[config.mk]
export PLATFORM = sky130hd
export DESIGN_NAME = inst_fetch_unit_flat
export DESIGN_NICKNAME = d
export VERILOG_FILES = /design/src/rtl/inst_fetch_unit_if.sv /design/src/rtl/inst_fetch_unit.sv /design/src/flat_wrapper.sv
export SDC_FILE = /design/constraint.sdc
export NUM_CORES = 1
export LEC_CHECK = 0
export BUFFER_PORTS_ARGS = -buffer_cell sky130_fd_sc_hd__clkbuf_2
export CAP_MARGIN = 20
export CORE_ASPECT_RATIO = 0.8
export CORE_UTILIZATION = 52
export DETAILED_ROUTE_END_ITERATION = 10
export GPL_TIMING_DRIVEN = 0
export PLACE_DENSITY = 0.93
export SETUP_SLACK_MARGIN = 0.4
export SYNTH_ARGS = -nofsm -noshare
export SYNTH_HDL_FRONTEND = slang
export SYNTH_SLANG_ARGS = --single-unit
[constraint.sdc]
create_clock -name clk -period 4.8 [get_ports clk]
set_clock_uncertainty 0.05 [all_clocks]
set_input_delay 0.96 -clock clk [delete_from_list [all_inputs] [get_ports clk]]
set_output_delay 0.96 -clock clk [all_outputs]
set_load 0.01 [all_outputs]
[src/rtl/inst_fetch_unit_if.sv]
// rtl/inst_fetch_unit_if.sv - instruction memory request/ready bus
interface inst_fetch_unit_if;
  logic [31:0] imem_addr;
  logic        imem_req;
  logic [31:0] imem_rdata;
  logic        imem_ready;

  // Fetch unit side: drives the address and request, receives the word
  modport master (
    output imem_addr,
    output imem_req,
    input  imem_rdata,
    input  imem_ready
  );

  // Memory side: answers a request with data and a ready strobe
  modport slave (
    input  imem_addr,
    input  imem_req,
    output imem_rdata,
    output imem_ready
  );
endinterface

[src/rtl/inst_fetch_unit.sv]
// rtl/inst_fetch_unit.sv - PC holder and instruction fetch stage ahead of the decoder
module inst_fetch_unit #(
  parameter logic [31:0] RESET_PC = 32'h0000_0000
) (
  input  logic                      clk,
  input  logic                      rst_b,
  inst_fetch_unit_if.master         imem,
  output logic [31:0]               inst,
  output logic                      inst_valid,
  output logic [31:0]               pc,
  output logic [31:0]               pc_plus4,
  input  logic                      branch,
  input  logic                      zero,
  input  logic [31:0]               branch_imm,
  input  logic                      jump,
  input  logic                      halted,
  input  logic                      stall,
  output logic                      fetch_halted,
  output logic [31:0]               retired_count
);

  typedef enum logic [1:0] {
    S_IDLE  = 2'd0,
    S_FETCH = 2'd1,
    S_ISSUE = 2'd2,
    S_HALT  = 2'd3
  } state_t;

  state_t      state_q, state_d;
  logic [31:0] pc_q, pc_d;
  logic [31:0] inst_q, inst_d;
  logic [31:0] retired_q, retired_d;
  logic [31:0] pc_plus4_w;
  logic [31:0] next_pc;

  // An instruction leaves ISSUE only on a cycle where downstream accepts it
  logic        issue_accept;

  assign pc_plus4_w   = pc_q + 32'd4;
  assign issue_accept = (state_q == S_ISSUE) && !stall;

  // State register; reset abandons any fetch in flight
  always_ff @(posedge clk or negedge rst_b) begin
    if (!rst_b) begin
      state_q <= S_IDLE;
    end else begin
      state_q <= state_d;
    end
  end

  // Next-state: halt wins over jump/branch, stall pins ISSUE, HALT is sticky
  always_comb begin
    state_d = state_q;
    case (state_q)
      S_IDLE:  state_d = S_FETCH;
      S_FETCH: if (imem.imem_ready) state_d = S_ISSUE;
      S_ISSUE: if (!stall) state_d = halted ? S_HALT : S_FETCH;
      S_HALT:  state_d = S_HALT;
      default: state_d = S_IDLE;
    endcase
  end

  // Outputs decoded purely from state and registers, never from inputs
  always_comb begin
    imem.imem_req  = 1'b0;
    imem.imem_addr = pc_q;
    inst_valid     = 1'b0;
    fetch_halted   = 1'b0;
    case (state_q)
      S_FETCH: imem.imem_req = 1'b1;
      S_ISSUE: inst_valid    = 1'b1;
      S_HALT:  fetch_halted  = 1'b1;
      default: ;
    endcase
  end

  // Next PC selection: jump over taken branch over sequential
  always_comb begin
    next_pc = pc_plus4_w;
    if (jump) begin
      next_pc = {pc_plus4_w[31:28], inst_q[25:0], 2'b00};
    end else if (branch && zero) begin
      next_pc = pc_plus4_w + (branch_imm << 2);
    end
  end

  // Datapath next-state: capture on ready, advance PC and count on accept
  always_comb begin
    pc_d      = pc_q;
    inst_d    = inst_q;
    retired_d = retired_q;
    if ((state_q == S_FETCH) && imem.imem_ready) begin
      inst_d = imem.imem_rdata;
    end
    if (issue_accept) begin
      retired_d = retired_q + 32'd1;
      if (!halted) begin
        pc_d = next_pc;
      end
    end
  end

  // Datapath registers
  always_ff @(posedge clk or negedge rst_b) begin
    if (!rst_b) begin
      pc_q      <= RESET_PC;
      inst_q    <= 32'd0;
      retired_q <= 32'd0;
    end else begin
      pc_q      <= pc_d;
      inst_q    <= inst_d;
      retired_q <= retired_d;
    end
  end

  assign inst          = inst_q;
  assign pc            = pc_q;
  assign pc_plus4      = pc_plus4_w;
  assign retired_count = retired_q;

endmodule

[src/flat_wrapper.sv]
// flat-port wrapper written by rule: the top's interface ports become plain ports
module inst_fetch_unit_flat 
#(
  parameter logic [31:0] RESET_PC = 32'h0000_0000
)
  (clk, rst_b, inst, inst_valid, pc, pc_plus4, branch, zero, branch_imm, jump, halted, stall, fetch_halted, retired_count, imem_imem_addr, imem_imem_req, imem_imem_rdata, imem_imem_ready);
  inst_fetch_unit_if imem_i ();
  input  logic clk;
  input  logic rst_b;
  output logic [31:0] inst;
  output logic inst_valid;
  output logic [31:0] pc;
  output logic [31:0] pc_plus4;
  input  logic branch;
  input  logic zero;
  input  logic [31:0] branch_imm;
  input  logic jump;
  input  logic halted;
  input  logic stall;
  output logic fetch_halted;
  output logic [31:0] retired_count;
  output wire logic [$bits(imem_i.imem_addr)-1:0] imem_imem_addr;
  output wire logic [$bits(imem_i.imem_req)-1:0] imem_imem_req;
  input wire logic [$bits(imem_i.imem_rdata)-1:0] imem_imem_rdata;
  input wire logic [$bits(imem_i.imem_ready)-1:0] imem_imem_ready;
  assign imem_imem_addr = imem_i.imem_addr;
  assign imem_imem_req = imem_i.imem_req;
  assign imem_i.imem_rdata = imem_imem_rdata;
  assign imem_i.imem_ready = imem_imem_ready;
  inst_fetch_unit #(.RESET_PC(RESET_PC)) u_core (.clk(clk), .rst_b(rst_b), .imem(imem_i), .inst(inst), .inst_valid(inst_valid), .pc(pc), .pc_plus4(pc_plus4), .branch(branch), .zero(zero), .branch_imm(branch_imm), .jump(jump), .halted(halted), .stall(stall), .fetch_halted(fetch_halted), .retired_count(retired_count));
endmodule
After elaboration in Yosys (flattened, before gate mapping):

Cells that the tools add are included.

* $add $sub $neg: 3
* eq/ne operators: 5
* multiplexer cells: 9
* bitwise gates (word level): 1
* reduce and logical (&&, ||, !) cells: 7

Operators with widths (count)
* 32-bit 2-to-1 mux: 2
* 32-bit by 1-bit adder with 32-bit output (second input constant): 1
* 32-bit by 3-bit adder with 32-bit output (second input constant): 1
* 32-bit adder: 1
* 2-bit one-hot mux with 4 select lines: 1
* 2-bit 2-to-1 mux: 3
* 2-bit == test (second input constant): 2
* 2-bit inequality test (second input constant): 2
* 2-bit AND reduction: 2
* 1-bit logical AND: 3
* 1-bit 2-to-1 mux: 3
* 2-bit by 1-bit == test with 1-bit output (second input constant): 1
* 2-bit logical NOT: 1
* 1-bit logical NOT: 1
* 1-bit NOT: 1

* register bits after elaboration: 98
* output and inout port bits: 163
* logic and storage cells: 29

Logic depth before layout (Yosys ltp):

Gate-level depths: netlist (run 1).

* word-level depth: 4
* gate-level depth with buffers: 16
* depth with buffers taken out: 14

Least setup slack after synthesis (run 1):

Ideal clock, no wire load.

* path type: register -> register
* from: register u_core.pc_q[9], in the netlist u_core.imem.imem_addr[9]
* to: register u_core.pc_q[27], in the netlist u_core.imem.imem_addr[27]
* library setup time: 0.104 ns
* data arrival time: 3.582 ns
* setup slack: 1.065 ns
* cell stages (with the launch flop): 14
* path buffers: 0
* period minus slack after synthesis: 3.735 ns
* cell sequence: dfrtp_1 and4_1 nand4_1 nor3_1 xor2_1 ha_1 a21oi_1 o21ai_1 a2111oi_4 a21oi_2 o31ai_2 nand2_1 mux2_4 o41ai_2

* cells in the longest elaborated chain, start to end: 4

RTL lines
* start, declared: RTL line inst_fetch_unit.sv:30 `logic [31:0] pc_q, pc_d;`
* start signal, assigned: RTL line inst_fetch_unit.sv:110 `pc_q <= pc_d;`
* 32-bit by 3-bit adder with 32-bit output: RTL line inst_fetch_unit.sv:39 `assign pc_plus4_w = pc_q + 32'd4;`
* named net pc_plus4[18]: RTL line flat_wrapper.sv:13 `output logic [31:0] pc_plus4;`
* 32-bit adder: RTL line inst_fetch_unit.sv:83 `next_pc = pc_plus4_w + (branch_imm << 2);`
* 32-bit 2-to-1 mux: RTL line inst_fetch_unit.sv:82 `end else if (branch && zero) begin`
* 32-bit 2-to-1 mux: RTL line inst_fetch_unit.sv:80 `if (jump) begin`

The timed path passes the listed nets, and every way through them passes these cells.
A chain may end at the register's enable or synchronous reset.

Worst setup path in the final report (run 1):

* from: register u_core.pc_q[10], in the netlist u_core.imem.imem_addr[10]
* to: register u_core.pc_q[23], in the netlist u_core.imem.imem_addr[23]

* cells in the longest elaborated chain, start to end: 4

RTL lines (RTL line)
* 32-bit by 3-bit adder with 32-bit output (*): inst_fetch_unit.sv:39
* 32-bit adder: inst_fetch_unit.sv:83
* 32-bit 2-to-1 mux (*): inst_fetch_unit.sv:82
* 32-bit 2-to-1 mux (*): inst_fetch_unit.sv:80

Every way passes the cells marked *; elsewhere a longest branch is shown, timed or not.

==> flow_summary.toml, run 1 <==
[drt]
drt_wl_total_um = 20280
drtIter0Drc = 527
ant_nets = 0
viasPerCell = 5.726
drt-wirelength-per-cell_um = 17.53
vias = 6625
dr.pass1.iters = 5
drc_errors = 0

[worst_setup_path]
timing.rr.start = "u_core.imem.imem_addr[10]"
end_kind = "flop"
startpoint = "u_core.imem.imem_addr[10]"
ff2ff_setup_slack_ns = 0.52
crit_buf_inv = 0
worstPathArrival_ns = 4.50
ff2ff_path_depth = 13
r2r-end = "u_core.imem.imem_addr[23]"
required_ns = 5.01
cp_max_fo = 7
crit_chain = "and4_1 > nand4_1 > nor3_2 > xor2_1 > ha_1 > a21oi_1 > o21ai_1 > a2111oi_4 > a21oi_2 > o21bai_1 > a21boi_0 > o31ai_1 > a2bb2oi_1"
crit_type = "flop to flop"
setup.worst_path.end = "u_core.imem.imem_addr[23]"
crit_cells = 13
crit_slowest_cell = "dfrtp_1"
cp_top_family = "compound AO/OA/AOI/OAI gates"
start_kind = "flop"
cp_slowest_stage_delay_ns = 0.54

[synthesis]
synth_common_cells = "dfrtp_1, nand2_1, xnor2_1"
synth_cell_type_count = 70
netlist_area_mm2 = 0.006873
synthCells = 735
yosysSeqAreaShare = 0.3495
async_reset_ff_frac = 1.000
synth_warnings = 0
yosysTopAreaCell = "dfrtp_1"
synth_edf_count = 0
synth_ff_type = "dfrtp_1"
yosys-top-cells-area = "dfrtp_1, xnor2_1, ha_1, mux2_2, buf_4"
avgSynthCellArea_um2 = 9.351
ys_ff_latch = 96
synth.most_common_cell = "dfrtp_1"
synth_top_area_frac = 0.3495

[clock_network]
clk_latency_ns = 0.34
htree_levels = 3
cts_tree = "done"
cts.path.max_buffers = 2
path_clk_slew_ns = 0.07
postCtsHoldBufs = 0
clock_sinks = 96
root_buffer = "clkbuf_16"
cts_buffers = 9

[cells_and_area]
fill_cells = 1063
final_layout_size_suffix_gt1_frac = 0.3513
diodes = 0
stdcell_area_mm2 = 0.008603
multiInputGateArea_mm2 = 0.004008
fin_nets = 1088
seq_area_mm2 = 0.002402
synthToLayoutAreaGrowth_pct = 25.18

[floorplanning]
die_h_um = 104.8
die_w_um = 130.5
num_rows = 37
initial_core_util = 0.5340
die-area_mm2 = 0.01368
core_mm2 = 0.01287
ios = 235

[place]
hpwl_um = 16280
placed_area_mm2 = 0.008267
port_buffers = 225
place_congestion = 0.9822
dp_worst_setup_slack_ns = 0.5466

[sta]
worst_pin_slew_ns = 0.6659
worst_slack_ns = 0.5154
period_minus_slack_ns = 4.285
min_period_over_period = 0.8926
setup_viol = 0
hold_viol = 0
setup-tns-final_ns = 0
rsz0062_at_grt = "yes"
max_slew_margin = 0.5526
drv_slew = 0
fmax_ghz = 0.2334

[global_route]
grt_start_max_net_pins = 69
grt_pass1_wl_um = 32020
grt_pass1_vias = 6176
antenna_found_initial = 0
grt_usage = 0.3005
overflow = 0

[min_path]
worstHoldPathType = "flop to flop"

[power_and_ir_drop]
max-vdd-ir-drop_mv = 0.3154
p_total_mw = 4.123
powerDensity_mw_per_mm2 = 479.2
power_leakage_nw = 4.360

[job]
maxCapViolCount = 0

[run_status]
status = "completed"
==> worst register-to-register path: stages (launching register included) <==
cell and delay (ns):
dfrtp_1 0.54, and4_1 0.32, nand4_1 0.25, nor3_2 0.34
xor2_1 0.36, ha_1 0.38, a21oi_1 0.16, o21ai_1 0.18
a2111oi_4 0.48, a21oi_2 0.14, o21bai_1 0.26, a21boi_0 0.14
o31ai_1 0.41, a2bb2oi_1 0.19
==> placed cells by master (no fill, tap or decap), drive strengths merged, types with 7 or more instances in the layout <==
cell    count
a211oi      9
nor2       43
clkbuf    261
buf        39
nand4      16
mux2i       7
xnor2      57
a21o       21
nand2      69
nor3       20
and3       18
o21ai      41
a21oi      45
o21a        8
nand3      29
inv        11
dfrtp      96
xor2       19
mux2       36
ha         38
o211ai     10
==> kinds of logic after synthesis <==
group                      Yosys count  synth area share
adders and majority gates           39           0.07209
xor gates and xnor gates            76           0.09685
and+or+nand+nor                    229            0.1649
muxes                               43           0.06973
DFF                                 96            0.3495
AOI/OAI and AO/OA                  176            0.1755
buffers and inverters               75           0.07082
other                                1         0.0005456
==> cell type report <==
cell class | count | area share
inverter | 11 | 0.004799
sequential | 96 | 0.2792
multi-input combinational | 569 | 0.4658
clock buffer | 10 | 0.02778
buffer | 64 | 0.05177
clock inverter | 6 | 0.01076
tap | 175 | 0.02545
timing repair buffer | 226 | 0.1344
==> report_power, final <==
part | switching [mW] | internal (mW) | total, mW
sequential | 0.285 | 1.00 | 1.29
clock | 0.303 | 0.472 | 0.776
combinational | 1.14 | 0.920 | 2.06
==> routing by layer <==
metal,vias up,global-route usage,part of all wire
li1,3104,-,-
met1,3143,0.4323,0.43
met2,331,0.4584,0.46
met3,47,0.04352,0.086
met4,0,0.1051,0.024
met5,-,0,0
==> metrics by stage <==
stage | hold WS (ns) | cells | util
detailed placement | 0.4170 | 1141 | 0.6423
global route | 0.4571 | 1157 | 0.6685
CTS | 0.4257 | 1157 | 0.6681
floorplan | 0.4575 | 740 | -
finish | 0.4283 | 1157 | 0.6685
global placement | 0.4128 | 1140 | 0.6400
==> state kept, by name (all words and copies together) (netlist names) <==
| register | count |
|---|---|
| u_core.imem.imem_addr | 30 |
| u_core.inst | 32 |
| u_core.retired_count | 32 |
| u_core.state_q | 2 |
==> how the worst min path moves through the flow <==
stage                             start                        to  slack (ns)  cells past startpoint
4_1_cts        u_core.retired_count[31]  u_core.retired_count[31]        0.43                      1
6_report       u_core.retired_count[31]  u_core.retired_count[31]        0.43                      1
5_1_grt        u_core.retired_count[31]  u_core.retired_count[31]        0.46                      1
3_5_place_dp   u_core.retired_count[31]  u_core.retired_count[31]        0.42                      1
3_3_place_gp   u_core.retired_count[31]  u_core.retired_count[31]        0.41                      1
2_1_floorplan  u_core.retired_count[31]  u_core.retired_count[31]        0.46                      1
==> what timing repair did <==
action                                  in CTS  in global routing
endpoints found under the setup margin       0                  3
setup buffers                                0                  0
resized for setup                            0                  1
No activity file was read; power rests on OpenSTA's default activity.
==> run 2: changes to the inputs <==
Settings changed: CELL_PAD_IN_SITES_DETAIL_PLACEMENT set to 1, CELL_PAD_IN_SITES_GLOBAL_PLACEMENT set to 2, CORE_UTILIZATION 52 to 30, PLACE_DENSITY 0.93 to 0.92.
==> flow_summary.toml, run 2 (synthesized netlist as in run 1, its figures left out) <==
[run_status]
status = "completed"

[floorplanning]
num_rows = 49
initial_core_util = 0.3055
ios = 235
core_mm2 = 0.02250
die_w_um = 171.2
die-area_mm2 = 0.02352
die_h_um = 137.4

[clock_network]
cts_buffers = 9
postCtsHoldBufs = 0
cts.path.max_buffers = 2
htree_levels = 3
path_clk_slew_ns = 0.07
cts_tree = "done"
root_buffer = "clkbuf_16"
clock_sinks = 96
clk_latency_ns = 0.35

[power_and_ir_drop]
powerDensity_mw_per_mm2 = 471.8
p_total_mw = 4.182
power_leakage_nw = 4.438
max-vdd-ir-drop_mv = 0.1930

[drt]
vias = 6504
dr.pass1.iters = 5
drt-wirelength-per-cell_um = 18.93
viasPerCell = 5.026
drc_errors = 0
ant_nets = 0
drtIter0Drc = 263
drt_wl_total_um = 24500

[sta]
drv_slew = 0
setup_viol = 0
period_minus_slack_ns = 4.262
worst_pin_slew_ns = 0.7372
setup-tns-final_ns = 0
min_period_over_period = 0.8879
max_slew_margin = 0.5048
fmax_ghz = 0.2346
hold_viol = 0
rsz0062_at_grt = "yes"

[global_route]
overflow = 0
antenna_found_initial = 0
grt_usage = 0.2104
grt_pass1_vias = 6427
grt_start_max_net_pins = 50
grt_pass1_wl_um = 37330

[cells_and_area]
postLayoutCoreUtil = 0.3939
final_cell_mix = "clkbuf_2, dfrtp_1, nand2_1"
mostFrequentLayoutCell = "clkbuf_2"
stdcell_area_mm2 = 0.008864
fin_nets = 1094
final_layout_size_suffix_gt1_frac = 0.3674
diodes = 0
synthToLayoutAreaGrowth_pct = 28.96

[place]
hpwl_um = 19980
place_congestion = 0.8816
placed_area_mm2 = 0.008431
port_buffers = 225

[worst_setup_path]
crit_slowest_cell = "dfrtp_1"
ff2ff_path_depth = 16
crit_buf_inv = 2
cp_slowest_stage_delay_ns = 0.53
ff2ff_setup_slack_ns = 0.54
cp_top_family = "compound AO/OA/AOI/OAI gates"
r2r-end = "u_core.imem.imem_addr[29]"
worstPathArrival_ns = 4.45
crit_type = "flop to flop"
timing.rr.start = "u_core.imem.imem_addr[9]"
crit_chain = "and4_1 > nand4_1 > nor3_4 > buf_4 > nand2_1 > xnor2_2 > ha_1 > clkbuf_2 > a21oi_1 > o21ai_0 > a21o_1 > a21oi_1 > o21a_1 > o21ai_0 > mux2i_1 > a221o_1"
cp_max_fo = 8
start_kind = "flop"
required_ns = 4.99
end_kind = "flop"

[job]
maxCapViolCount = 0

[min_path]
hold_path_startpoint = "u_core.retired_count[31]"
worstHoldPathType = "flop to flop"
worstHoldPathCells = 1
min_to = "u_core.retired_count[31]"
run 2: changes by cell type in the layout (fill, tap and decap cells not counted), sizes merged:
cell and change:
clkinv -1, bufinv -2, clkbuf -1, inv +4, buf +6
run 2: where the power goes:
group          switching (mW)  internal [mW]
logic                    1.22          0.948
clock network           0.347          0.362
registers               0.305           1.00
total                    1.87           2.31
run 2: per-layer routing:
layer  GRT usage  up-vias  routed length, um
li1            -     3106                  -
met1      0.2950     3175              11340
met2      0.3266      195              11220
met3     0.03849       28               1475
met4     0.06597        0                467
met5           0        -                  0
run 2: layout make-up:
cell class | instances | area (um^2)
Clock inverter | 7 | 61.31
Inverter | 11 | 41.29
Clock buffer | 9 | 225.2
Sequential cell | 96 | 2402
Tap cell | 306 | 382.9
Fill cell | 2739 | 13640
Buffer | 64 | 445.4
Multi-Input combinational cell | 569 | 4104
Timing Repair Buffer | 232 | 1201
run 2: repair_timing:
item / 4_1_cts / 5_1_grt
setup buffers: 0 / 6
endpoints found under the setup margin: 3 / 6
pin swaps: 0 / 4
resized for setup: 1 / 14
run 2: per-stage QoR:
step / setup WS (ns) / instances / hold slack, ns
3_5_place_dp: 0.3092 / 1272 / 0.4329
3_3_place_gp: 0.3465 / 1271 / 0.4151
2_1_floorplan: 1.065 / 740 / 0.4575
4_1_cts: 0.4792 / 1288 / 0.4425
5_1_grt: 0.3772 / 1294 / 0.4504
6_report: 0.5382 / 1294 / 0.4384
run 2: how the worst max path moves through the flow:
stage / cells after the start / slack [ns] / startpoint / endpoint
final: 16 / 0.54 / u_core.imem.imem_addr[9] / u_core.imem.imem_addr[29]
after global routing: 13 / 0.38 / u_core.imem.imem_addr[9] / u_core.imem.imem_addr[31]
after CTS: 13 / 0.48 / u_core.imem.imem_addr[10] / u_core.imem.imem_addr[23]
after detailed placement: 13 / 0.31 / u_core.imem.imem_addr[9] / u_core.imem.imem_addr[23]
after global placement: 13 / 0.35 / u_core.imem.imem_addr[10] / u_core.imem.imem_addr[23]
after floorplan: 13 / 1.06 / u_core.imem.imem_addr[9] / u_core.imem.imem_addr[27]
